==> config.mk <==
export PLATFORM = sky130hd
export DESIGN_NAME = satadd_arb
export DESIGN_NICKNAME = d
export VERILOG_FILES = /design/src/rtl/satadd_arb.sv
export SDC_FILE = /design/constraint.sdc
export NUM_CORES = 1
export LEC_CHECK = 0
export BUFFER_PORTS_ARGS = -buffer_cell sky130_fd_sc_hd__buf_2
export CAP_MARGIN = 20
export CORE_UTILIZATION = 53
export DETAILED_ROUTE_END_ITERATION = 8
export PLACE_DENSITY = 0.87
export SLEW_MARGIN = 20
export SYNTH_ARGS = -nofsm -noshare
export SYNTH_HDL_FRONTEND = slang
export SYNTH_HIERARCHICAL = 1
export SYNTH_SLANG_ARGS = --single-unit
==> constraint.sdc <==
create_clock -name clk -period 9.2 [get_ports clk]
set_clock_uncertainty 0.05 [all_clocks]
set_input_delay 1.38 -clock clk [delete_from_list [all_inputs] [get_ports clk]]
set_output_delay 1.38 -clock clk [all_outputs]
set_load 0.01 [all_outputs]
==> src/rtl/satadd_arb.sv <==
// Two-requester round-robin front end for a shared 12-bit saturating adder,
// with a one-entry result register drained over a valid/ready handshake.

module satadd_core #(
  parameter int WIDTH = 12
) (
  input  logic [WIDTH-1:0] i_a,
  input  logic [WIDTH-1:0] i_b,
  input  logic [1:0]       i_mode,
  output logic [WIDTH-1:0] o_y,
  output logic             o_sat
);

  localparam logic [WIDTH-1:0] MAX_U = {WIDTH{1'b1}};
  localparam logic [WIDTH-1:0] MAX_S = {1'b0, {(WIDTH-1){1'b1}}};
  localparam logic [WIDTH-1:0] MIN_S = {1'b1, {(WIDTH-1){1'b0}}};

  logic [WIDTH:0] w_sum;
  logic           w_carry;
  logic           w_sovf;

  assign w_sum   = {1'b0, i_a} + {1'b0, i_b};
  assign w_carry = w_sum[WIDTH];
  // Signed overflow: operands agree in sign but the truncated sum does not.
  assign w_sovf  = (i_a[WIDTH-1] == i_b[WIDTH-1]) && (w_sum[WIDTH-1] != i_a[WIDTH-1]);

  always_comb begin
    o_y   = w_sum[WIDTH-1:0];
    o_sat = 1'b0;
    case (i_mode)
      2'b00: begin
        if (w_carry) begin
          o_y   = MAX_U;
          o_sat = 1'b1;
        end
      end
      2'b01: begin
        if (w_sovf) begin
          o_y   = i_a[WIDTH-1] ? MIN_S : MAX_S;
          o_sat = 1'b1;
        end
      end
      default: begin
        o_y   = w_sum[WIDTH-1:0];
        o_sat = 1'b0;
      end
    endcase
  end

endmodule

module satadd_arb #(
  parameter int WIDTH = 12
) (
  input  logic             clk,
  input  logic             rst,
  input  logic             req0_valid,
  output logic             req0_ready,
  input  logic [WIDTH-1:0] req0_a,
  input  logic [WIDTH-1:0] req0_b,
  input  logic [1:0]       req0_mode,
  input  logic             req1_valid,
  output logic             req1_ready,
  input  logic [WIDTH-1:0] req1_a,
  input  logic [WIDTH-1:0] req1_b,
  input  logic [1:0]       req1_mode,
  output logic             res_valid,
  input  logic             res_ready,
  output logic [WIDTH-1:0] res_y,
  output logic             res_id,
  output logic             res_sat
);

  logic             r_valid;
  logic [WIDTH-1:0] r_y;
  logic             r_id;
  logic             r_sat;
  logic             r_last_id;

  logic             w_space;
  logic             w_grant;
  logic             w_accept;
  logic [WIDTH-1:0] w_a;
  logic [WIDTH-1:0] w_b;
  logic [1:0]       w_mode;
  logic [WIDTH-1:0] w_y;
  logic             w_sat;

  assign w_space = !r_valid || res_ready;

  // Contention goes to whoever did not win last; a lone requester always wins.
  always_comb begin
    w_grant = 1'b0;
    if (req0_valid && req1_valid) begin
      w_grant = !r_last_id;
    end else if (req1_valid) begin
      w_grant = 1'b1;
    end
  end

  assign req0_ready = w_space && !w_grant;
  assign req1_ready = w_space &&  w_grant;
  assign w_accept   = w_grant ? (req1_valid && req1_ready) : (req0_valid && req0_ready);

  assign w_a    = w_grant ? req1_a    : req0_a;
  assign w_b    = w_grant ? req1_b    : req0_b;
  assign w_mode = w_grant ? req1_mode : req0_mode;

  satadd_core #(
    .WIDTH (WIDTH)
  ) u_core (
    .i_a    (w_a),
    .i_b    (w_b),
    .i_mode (w_mode),
    .o_y    (w_y),
    .o_sat  (w_sat)
  );

  // An accept overrides a same-cycle drain so the register refills without a bubble.
  always_ff @(posedge clk) begin
    if (rst) begin
      r_valid   <= 1'b0;
      r_y       <= '0;
      r_id      <= 1'b0;
      r_sat     <= 1'b0;
      r_last_id <= 1'b1;
    end else if (w_accept) begin
      r_valid   <= 1'b1;
      r_y       <= w_y;
      r_id      <= w_grant;
      r_sat     <= w_sat;
      r_last_id <= w_grant;
    end else if (res_ready) begin
      r_valid   <= 1'b0;
    end
  end

  assign res_valid = r_valid;
  assign res_y     = r_y;
  assign res_id    = r_id;
  assign res_sat   = r_sat;

endmodule
* Word-level counts from Yosys, hierarchy flattened
Cells that the tools add are included.
** Storage, ports and cells
- Register bits :: 16
- Bits of input ports :: 57
- Output and inout bits :: 17
- Logic and storage cells :: 36
** Operators by class
- Add/sub/neg operators :: 1
- Eq/ne operators :: 3
- Multiplexer cells :: 15
- Reduce and logical (&&, ||, !) cells :: 12
** Operators by type and width (count)
- $mux 12 :: 5
- $pmux 12 s2 :: 1
- $add 12x12->13 :: 1
- $mux 1 :: 7
- $logic_and 1x1->1 :: 6
- $logic_not 1->1 :: 3
- $eq 2x1->1 const B :: 1
- $logic_not 2->1 :: 1
- $mux 2 :: 1
- $pmux 1 s2 :: 1
- $reduce_bool 2->1 :: 1
- $eq 1x1->1 :: 1
- $logic_or 1x1->1 :: 1
- $ne 1x1->1 :: 1

* Logic depth before layout (Yosys ltp)
- Word-level depth :: 8
- Mapped depth :: 14
- Depth with buffers taken out :: 11

* Modules after synthesis
Netlist, hierarchy kept.
** By module, submodules not included
- satadd_arb :: instances 1, cells an instance 104, area an instance 1066.0 µm², sequential area each 320.3 µm²
- satadd_core :: instances 1, cells an instance 90, area an instance 732.0 µm², sequential area each 0.0 µm²

* Worst setup path before layout
OpenSTA, ideal clock, no wires.
- Path type :: in2reg
- From :: in req1_valid
- To :: reg r_y[10] (netlist: res_y[10])
- Library setup time :: 0.070 ns
- Data arrival time :: 3.976 ns
- Required time :: 9.080 ns
- Slack :: 5.104 ns
- Stages on the path :: 13
- Path buffers :: 2
- Path through :: a21boi_2 buf_6 buf_12 mux2_4 ha_1 fa_1 a21o_1 a221oi_2 o31ai_1 o21a_1 o311ai_4 nand3b_1 a21oi_1
** On the way
- Cells in the longest elaborated chain, start to end :: 8
- Elaborated cells on any way between the ends :: 22
- Those cells by class :: 1 x add/sub; 3 x eq/ne; 10 x mux; 8 x reduce/logical
** Ends and longest elaborated chain
- start: declaration :: line 62 : input logic req1_valid,
- $mux 1 / $logic_and 1x1->1 (equally long branches) :: line 96, 94
- $mux 1 * :: line 94 : if (req0_valid && req1_valid) begin
- $mux 12 * :: line 106 : assign w_b = w_grant ? req1_b : req0_b;
- net w_b[0] :: line 84 : logic [WIDTH-1:0] w_b;
- $add 12x12->13 * :: line 22 : assign w_sum = {1'b0, i_a} + {1'b0, i_b};
- $ne 1x1->1 :: line 25 : assign w_sovf = (i_a[WIDTH-1] == i_b[WIDTH-1]) && (w_sum[WIDTH-1] != i_a[WIDTH-1]);
- $logic_and 1x1->1 :: line 25
- $mux 12 :: line 38 : if (w_sovf) begin
- $pmux 12 s2 * :: line 30 : case (i_mode)
- net w_y[10] :: line 86 : logic [WIDTH-1:0] w_y;
- end signal: assignment :: line 129 : r_y <= w_y;
- end: declaration :: line 75 : logic [WIDTH-1:0] r_y;
The timed path passes the listed nets; every way through them passes the cells marked *.
A chain may end at the register's enable or synchronous reset.

* Worst setup path after layout
- From :: in req0_valid
- To :: reg r_y[9] (netlist: res_y[9])
** On the way
- Cells in the longest elaborated chain, start to end :: 8
- Elaborated cells on any way between the ends :: 21
- Those cells by class :: 1 x add/sub; 3 x eq/ne; 9 x mux; 8 x reduce/logical
** Ends and longest elaborated chain
- start: declaration :: line 57 : input logic req0_valid,
- $logic_and 1x1->1 * :: line 94
- $mux 1 * :: line 94
- $mux 12 * :: line 105 : assign w_a = w_grant ? req1_a : req0_a;
- net w_a[4] :: line 83 : logic [WIDTH-1:0] w_a;
- $add 12x12->13 * :: line 22
- $ne 1x1->1 :: line 25
- $logic_and 1x1->1 :: line 25
- $mux 12 :: line 38
- $pmux 12 s2 * :: line 30
- net w_y[9] :: line 86
Marks and branches as above.

==> impl_metrics.py <==
metrics = {
    "outcome": {
        "status": "finished, final reports clean",
    },
    "worst_setup_path": {
        "critPathTopFamily": "compound AO/OA/AOI/OAI gates",
        "worstSetupPathType": "in2reg",
        "crit_fanout": 20,
        "path_buf_inv": 2,
        "path_cells": "buf_2 > a21boi_4 > buf_16 > mux2_1 > ha_1 > a21o_1 > a22oi_2 > a21oi_4 > nor3_2 > o311ai_1 > nand3b_1 > a21oi_1",
        "cp-start-kind": "input pin",
        "crit_slowest_cell": "nor3_2",
        "required_ns": 9.32,
        "crit_path_end_kind": "register",
        "cp.arrival_ns": 4.58,
        "max_stage_delay_ns": 0.61,
    },
    "floorplan": {
        "rows": 20,
        "die_w_um": 60.25,
        "die_h_um": 60.25,
        "dieArea_sq_mm": 0.003629,
        "coreArea_sq_mm": 0.003128,
        "initial_core_util_pct": 57.48,
        "ios": 74,
    },
    "global_route": {
        "antenna_found_initial": 0,
        "grt_use_total_pct": 21.68,
        "gr-total-overflow": 0,
        "grt_pass1_vias": 1497,
        "grt_max_degree": 29,
        "grt_pass1_wl_mm": 6.210,
    },
    "finish": {
        "num_antenna_cells": 0,
        "nFillCells": 267,
        "drive_above_1_share_pct": 41.92,
        "layout_common_cells": "buf_2, a21oi_1, mux2_4",
        "nNetsFinal": 331,
        "final_common_cell": "buf_2",
        "syn2layout_area_growth_pct": 21.92,
    },
    "timing": {
        "setup_viol": 0,
        "worstMarginPinSlew_ns": 0.8811,
        "slew-limit-headroom_pct": 41.20,
        "rsz0062_at_grt": "no",
        "setup_tns_ns": 0,
        "whs_ns": 0.4300,
        "worst_slack_ns": 4.743,
        "hold_viol": 0,
        "drv_slew": 0,
        "min_period_ns": 4.457,
        "period_share_pct": 48.44,
        "max_freq_mhz": 224.4,
    },
    "power": {
        "internal_power_w": 0.0001832,
        "p_per_area_mw_per_mm2": 132.6,
        "leakage_nw": 1.031,
        "vdd_ir_drop_max_mv": 0.06040,
        "seq_power_share_pct": 29.0,
        "clkPwrFrac_pct": 15.6,
        "switching_share_pct": 36.97,
        "p_sw_w": 0.0001074,
        "p_total_w": 0.0002906,
        "comb_power_share_pct": 55.4,
    },
    "synth": {
        "synth-edff-count": 0,
        "synth_cells": 194,
        "synth_warnings": 6,
        "synth.area.mux_share_pct": 20.04,
        "synth_compound_area_share_pct": 27.97,
        "synth_seq_cells": 16,
        "synth_fp_nets": 264,
        "synth-xor-area-share_pct": 2.923,
        "synth_top_flop_cell": "dfxtp_1",
        "ys_seq_area_share_pct": 17.81,
        "synth_top_family_by_area": "compound AO/OA/AOI/OAI gates",
        "yosysUniqueCellTypes": 55,
        "async_reset_ff_share_pct": 0,
        "yosys.area_share.simple_pct": 15.10,
        "synthAdderAreaFrac_pct": 9.464,
        "avgSynthCellArea_sq_um": 9.268,
        "syn_area_sq_mm": 0.001798,
    },
    "drt": {
        "postRouteAntennaNets": 0,
        "drt-initial-drc-count": 105,
        "wire_per_inst_um": 12.95,
        "drcViolationCount": 0,
        "wl_mm": 3.936,
        "vias_per_cell": 5.780,
        "drt-pass1-iter-count": 4,
        "num_vias": 1757,
    },
    "clock_network": {
        "holdBufCountCts": 0,
        "clk_latency_ns": 0.28,
        "clk_transition_reported_paths_ns": 0.09,
        "post_cts_buffers": 0,
        "cts.repair.resized": 0,
        "clockBufferDepth": 2,
        "cts_buffers": 3,
        "root_buffer": "clkbuf_4",
        "clkSinkCount": 16,
        "cts_tree": "done",
        "htreeDepth": 1,
    },
    "placement": {
        "routabilityCongestion": 0.8777,
        "place_ws_ns": 4.104,
        "port_buffers": 73,
        "post-dp-hpwl_mm": 2.998,
    },
    "hold_path": {
        "hold_class": "reg2reg",
    },
    "job": {
        "drv_cap": 0,
    },
}
-- registers in the layout, summed over array words and instances (netlist names) --
| name | cells |
|---|---|
| res_valid | 1 |
| res_sat | 1 |
| r_last_id | 1 |
| res_id | 1 |
| res_y | 12 |
-- metrics by stage --
step | util (%) | area (sq um) | std cells
after floorplan | - | 1798 | 194
after global placement | 68.04 | 2128 | 299
after detailed placement | 68.04 | 2128 | 299
after CTS | 69.20 | 2165 | 303
after global routing | 70.08 | 2192 | 304
final | 70.08 | 2192 | 304
-- path summary, 6_finish.rpt --
kind,startpoint,endpoint,slack [ns],depth (start not counted)
worst max-delay path,req0_valid,res_y[9],4.74,12
worst min-delay path,res_id,res_id,0.43,2
worst max register to register,r_last_id,res_y[9],5.63,11
worst min register to register,res_id,res_id,0.43,2
-- tightest hold or removal path, cell delays in order (launching register included) --
cell     delay, ns
dfxtp_1       0.31
o21ai_1       0.06
a21oi_1       0.06
-- cell type report --
cell class,count,area [sq um],area share (%)
tap,44,55.05,2.511
sequential,16,320.3,14.61
multi-input combinational,160,1365,62.27
clock buffer,4,36.28,1.655
timing repair buffer,74,392.9,17.92
inverter,6,22.52,1.027
-- power groups by stage --
stage          clock network [W]  registers, W  logic, W
6_report               0.0000454     0.0000842  0.000161
3_5_place_dp                   0     0.0000859  0.000157
3_3_place_gp                   0     0.0000855  0.000155
2_1_floorplan                  0     0.0000907  0.000115
4_1_cts                0.0000455     0.0000843  0.000158
5_1_grt                0.0000496     0.0000857  0.000179
-- layer usage --
| layer | routed length, um | vias up | GRT usage, % |
|---|---|---|---|
| met2 | 1982 | 57 | 37.52 |
| met4 | 20 | 0 | 2.990 |
| li1 | - | 874 | - |
| met5 | 0 | - | 0 |
| met1 | 1728 | 822 | 29.13 |
| met3 | 205 | 4 | 2.597 |
-- cell families (layout without fill, tap and decap cells) --
logic type,after synthesis,after routing
AND/OR/NAND/NOR,43,43
adder cells (fa/ha/maj),13,13
buffers and inverters,18,84
flip-flops,16,16
AO/OA/AOI/OAI,72,72
XOR/XNOR,6,6
multiplexers,26,26
-- synth_stat cells (2+ instances only) --
| cell type | number | area (sq um) |
|---|---|---|
| xnor2_1 | 3 | 26.28 |
| o21a_1 | 2 | 15.01 |
| o21ai_0 | 4 | 20.02 |
| o211ai_1 | 6 | 45.04 |
| clkbuf_1 | 2 | 7.510 |
| nand3b_1 | 13 | 97.59 |
| o21ai_1 | 15 | 75.07 |
| o311ai_0 | 2 | 17.52 |
| dfxtp_1 | 16 | 320.3 |
| mux2_1 | 8 | 90.09 |
| nor3_1 | 5 | 25.02 |
| and3_1 | 2 | 12.51 |
| nand2_1 | 6 | 22.52 |
| inv_1 | 5 | 18.77 |
| a21o_1 | 4 | 30.03 |
| nand2b_1 | 4 | 25.02 |
| buf_6 | 2 | 22.52 |
| mux2_4 | 18 | 270.3 |
| a21oi_1 | 22 | 110.1 |
| ha_1 | 12 | 150.1 |
| nand3_1 | 2 | 10.01 |
| buf_2 | 5 | 25.02 |
| xor2_1 | 3 | 26.28 |
| nor2_1 | 2 | 7.510 |
No activity file was read; power rests on OpenSTA's default activity.
